## src/rtl/dadda_prod_accum.sv

```systemverilog
`default_nettype none
// dadda_prod_accum: accumulates groups of multiplier products into a wide sum,
// presenting each finished group (sum, count, sticky carry) on a valid/ready port.
module dadda_prod_accum #(
  parameter int PROD_W = 32,
  parameter int ACC_W  = 40,
  parameter int CNT_W  = 8
) (
  input  logic              clock,
  input  logic              reset_n,
  input  logic              in_valid,
  output logic              in_ready,
  input  logic [PROD_W-1:0] in_data,
  input  logic              in_last,
  input  logic              clear,
  output logic              out_valid,
  input  logic              out_ready,
  output logic [ACC_W-1:0]  out_sum,
  output logic [CNT_W-1:0]  out_count,
  output logic              out_ovf
);

  localparam int SUM_W = ACC_W + 1;

  typedef enum logic [0:0] {
    ST_ACCUM = 1'b0,
    ST_HOLD  = 1'b1
  } state_t;

  state_t             state_q, state_d;
  logic [ACC_W-1:0]   acc_q, acc_d;
  logic [CNT_W-1:0]   cnt_q, cnt_d;
  logic               ovf_q, ovf_d;
  logic [ACC_W-1:0]   sum_q, sum_d;
  logic [CNT_W-1:0]   count_q, count_d;
  logic               res_ovf_q, res_ovf_d;

  logic [SUM_W-1:0]   add_w;
  logic [CNT_W-1:0]   cnt_inc_w;
  logic               ovf_upd_w;

  // Extra top bit of the adder captures the carry out of the accumulator.
  assign add_w     = {1'b0, acc_q} + SUM_W'(in_data);
  assign ovf_upd_w = ovf_q | add_w[ACC_W];
  assign cnt_inc_w = (cnt_q == {CNT_W{1'b1}}) ? cnt_q : cnt_q + CNT_W'(1);

  always_comb begin
    state_d   = state_q;
    acc_d     = acc_q;
    cnt_d     = cnt_q;
    ovf_d     = ovf_q;
    sum_d     = sum_q;
    count_d   = count_q;
    res_ovf_d = res_ovf_q;
    in_ready  = 1'b0;
    case (state_q)
      ST_ACCUM: begin
        in_ready = !clear;
        if (clear) begin
          acc_d = '0;
          cnt_d = '0;
          ovf_d = 1'b0;
        end else if (in_valid) begin
          if (in_last) begin
            sum_d     = add_w[ACC_W-1:0];
            count_d   = cnt_inc_w;
            res_ovf_d = ovf_upd_w;
            acc_d     = '0;
            cnt_d     = '0;
            ovf_d     = 1'b0;
            state_d   = ST_HOLD;
          end else begin
            acc_d = add_w[ACC_W-1:0];
            cnt_d = cnt_inc_w;
            ovf_d = ovf_upd_w;
          end
        end
      end
      ST_HOLD: begin
        if (out_ready) begin
          state_d = ST_ACCUM;
        end
      end
      default: state_d = ST_ACCUM;
    endcase
  end

  always_ff @(posedge clock or negedge reset_n) begin
    if (!reset_n) begin
      state_q   <= ST_ACCUM;
      acc_q     <= '0;
      cnt_q     <= '0;
      ovf_q     <= 1'b0;
      sum_q     <= '0;
      count_q   <= '0;
      res_ovf_q <= 1'b0;
    end else begin
      state_q   <= state_d;
      acc_q     <= acc_d;
      cnt_q     <= cnt_d;
      ovf_q     <= ovf_d;
      sum_q     <= sum_d;
      count_q   <= count_d;
      res_ovf_q <= res_ovf_d;
    end
  end

  // The result is valid exactly while the block is holding it.
  assign out_valid = (state_q == ST_HOLD);
  assign out_sum   = sum_q;
  assign out_count = count_q;
  assign out_ovf   = res_ovf_q;

endmodule
`default_nettype wire

```

## config.mk

```make
export PLATFORM = sky130hd
export DESIGN_NAME = dadda_prod_accum
export DESIGN_NICKNAME = d
export VERILOG_FILES = /design/src/rtl/dadda_prod_accum.sv
export SDC_FILE = /design/constraint.sdc
export NUM_CORES = 1
export LEC_CHECK = 0
export BUFFER_PORTS_ARGS = -buffer_cell sky130_fd_sc_hd__buf_2
export CAP_MARGIN = 15
export CORE_MARGIN = 10
export CORE_UTILIZATION = 50
export DETAILED_ROUTE_END_ITERATION = 10
export GPL_TIMING_DRIVEN = 0
export HOLD_SLACK_MARGIN = 0.02
export PLACE_DENSITY = 0.79
export SETUP_SLACK_MARGIN = 0.2
export SLEW_MARGIN = 5
export SYNTH_ARGS = -nofsm -noshare
export SYNTH_HDL_FRONTEND = slang
export SYNTH_SLANG_ARGS = --single-unit
export TNS_END_PERCENT = 30
```

## constraint.sdc

```tcl
create_clock -name clock -period 5.2 [get_ports clock]
set_input_delay 0 -clock clock [delete_from_list [all_inputs] [get_ports clock]]
set_output_delay 0 -clock clock [all_outputs]
set_load 0.005 [all_outputs]
```

==> qor.txt <==
Number of flops mapped to enable cells by yosys: 0
Final hold slack: 44.3 ps
Core Area: 11300 um2
Hold Crit Depth: 4
Final WS setup: 2020 ps
Relative slew margins: 0.623
Reg2reg start: acc_q[0]$_DFFE_PN0P_
Period Utilization, post-route: 0.611
Drt initial violations: 382
Pwr dens: 309 nW/um2
Crit Path Class: flip-flop to flip-flop
Clock Tree Root: clkbuf_16
CP startpoint kind: flip-flop
Largest net degree at the start of global routing: 61
Avg Vias per Cell: 5.72
Clock skew: 12.0 ps
Final instance area: 6710 um2
Crit path capture type: flip-flop
R2r setup slk: 2020 ps
Crit path DAT: 3410 ps
Max cap viols: 0
Most numerous cell in the Yosys netlist: nand2_1
PortBufs: 88
Antenna Nets Post-Route: 0
H-tree levels: 3
Area Overhead vs Synth: 16.9%
P_leak: 3.22 nW
Clk buf depth: 2
Clk slew on worst S/H paths: 80 ps
Final Critical Period: 3180 ps
First-pass GRT wire length: 24.9 mm
Leading area contributor after synthesis: dfrtp_1
Total Neg Setup Slack: 0 ps
Pre-CTS WS: 2070 ps
Synthesized instance count: 648
Vias in the first global route: 5246
RSZ-0062 raised after global routing: false
Synth top area share: 0.432
Post-CTS setup buffer count: 0
DP HPWL: 11.4 mm
Die area: 16200 um2
Dpl cells: 880
Initial antenna violation count: 0
CTS tree: done
Via Count: 5151
Post-synthesis sequential area ratio: 0.432
Synthesis warning total: 0
Hold_sp: in_data[0]
Gp weighted congestion: 0.890
Synth top area cells: dfrtp_1 (43%), o21ai_0 (9.3%), nand2_1 (7.5%)
Worst slew pin tran: 565 ps
Drt drc: 0
Commonest cells post-synth: nand2_1 (114), o21ai_0 (107), dfrtp_1 (99)
Worst path required time: 5430 ps
Total GRT Usage: 0.185
Layout cells sized above 1: 0.164
Status: completed
Max VDD drop: 179 uV
Skew-Pair Late Insertion Delay: 360 ps
Final Hold Viols: 0
Post-cts gate resize count: 0
Dpl cell area: 6390 um2
DR WL/cell: 16.8 um
Final Max Tran Viols: 0
Ys async rst share: 1.00
Clk sinks: 99
Worst hold-check path type: input port to flip-flop
Initial Util: 0.507
Setup-failing EPs final: 0
Syn Area/Cell: 8.85 um2
Top FF cell, synth: dfrtp_1
FF-to-FF path depth: 12
Layout Cells excl Fill: 900
Die Width: 127 um
Max Freq: 0.315 GHz
Ports: 89
Cell area after synthesis: 5740 um2
Endpoint, Worst Hold: out_sum[0]$_DFFE_PN0P_
Nets: 824
FF-to-FF End: out_sum[38]$_DFFE_PN0P_
Row cnt: 39
Netlist cell types: 65
1st-pass router iterations: 5
Diodes inserted: 0
WL final: 15.1 mm
Max FO, Critical Path: 3
Num CTS Buffers: 9
Pwr Total: 2.07 mW
Global route overflow: 0
Die Ht: 127 um
Util after Layout: 0.592
Flops & latches, synth: 99
Net Count, Synth: 720
==> worst max-delay path by stage <==
| stage | start | end | depth (start not counted) |
|---|---|---|---|
| 2_1_floorplan | acc_q[0]$_DFFE_PN0P_ | acc_q[38]$_DFFE_PN0P_ | 12 |
| 3_3_place_gp | acc_q[0]$_DFFE_PN0P_ | out_sum[38]$_DFFE_PN0P_ | 12 |
| 3_5_place_dp | acc_q[0]$_DFFE_PN0P_ | out_sum[38]$_DFFE_PN0P_ | 12 |
| 4_1_cts | acc_q[0]$_DFFE_PN0P_ | out_sum[38]$_DFFE_PN0P_ | 12 |
| 5_1_grt | acc_q[0]$_DFFE_PN0P_ | out_sum[38]$_DFFE_PN0P_ | 12 |
| 6_report | acc_q[0]$_DFFE_PN0P_ | out_sum[38]$_DFFE_PN0P_ | 12 |
==> layout by cell type, fill, tap and decap left out, drive strengths merged, types with 8 or more instances in the layout <==
cell	count
inv	17
xor2	18
nand3	19
clkbuf	32
a21oi	38
nand4	8
a21o	17
xnor2	22
dfrtp	99
nand2	115
a31oi	9
o21ai	109
and3	9
ha	33
nor2	34
buf	97
==> worst max-delay path: stages (launching register included) <==
cell,delay (ps)
dfrtp_1,360
ha_1,180
inv_1,60
fa_1,400
nor2b_1,160
o2111ai_1,220
a2111oi_2,420
a211oi_1,130
a21boi_2,230
a21oi_2,110
or3_4,390
xnor2_1,230
o21ai_0,130
==> state kept, by name, summed over array words and instances (netlist names) <==
register / cells
out_valid: 1
acc_q: 40
ovf_q: 1
out_count: 8
out_sum: 40
out_ovf: 1
cnt_q: 8
==> timing repair <==
action                                  4_1_cts  5_1_grt
hold endpoints to repair                     41        0
hold buffers                                  4        0
endpoints found under the setup margin        0        0
==> cell families (layout without fill, tap and decap cells) <==
logic type                 count (synthesis)  count (layout)  share of synthesized area
xor gates and xnor gates                  40              40                     0.0611
DFF                                       99              99                      0.432
and+or+nand+nor                          216             216                      0.170
adders and majority gates                 34              34                     0.0754
buffers and inverters                     44             153                     0.0307
AOI/OAI and AO/OA                        211             211                      0.224
muxes                                      4               4                    0.00720
==> where the power goes <==
part	total [mW]	internal, mW	switching [mW]
sequential	0.923	0.869	0.0541
combinational	0.498	0.207	0.291
clock	0.650	0.331	0.319
total	2.07	1.41	0.664
==> area by class of cell <==
type / count / area (um2)
plain buffers: 30 / 124
clock buffers: 10 / 229
clock inverters: 6 / 48.8
fillers: 1002 / 4620
inverters: 14 / 52.6
multi-input cells: 505 / 3080
flip-flops and latches: 99 / 2480
well taps: 143 / 179
repair buffers: 93 / 510
==> routing by layer <==
metal | global-route usage | vias up | share of wire
met1 | 0.231 | 2484 | 0.45
met3 | 0.0401 | 20 | 0.056
met5 | 0 | - | 0
met4 | 0.0804 | 0 | 0.020
li1 | - | 2510 | -
met2 | 0.303 | 137 | 0.48
(Power assumes the default switching activity.)
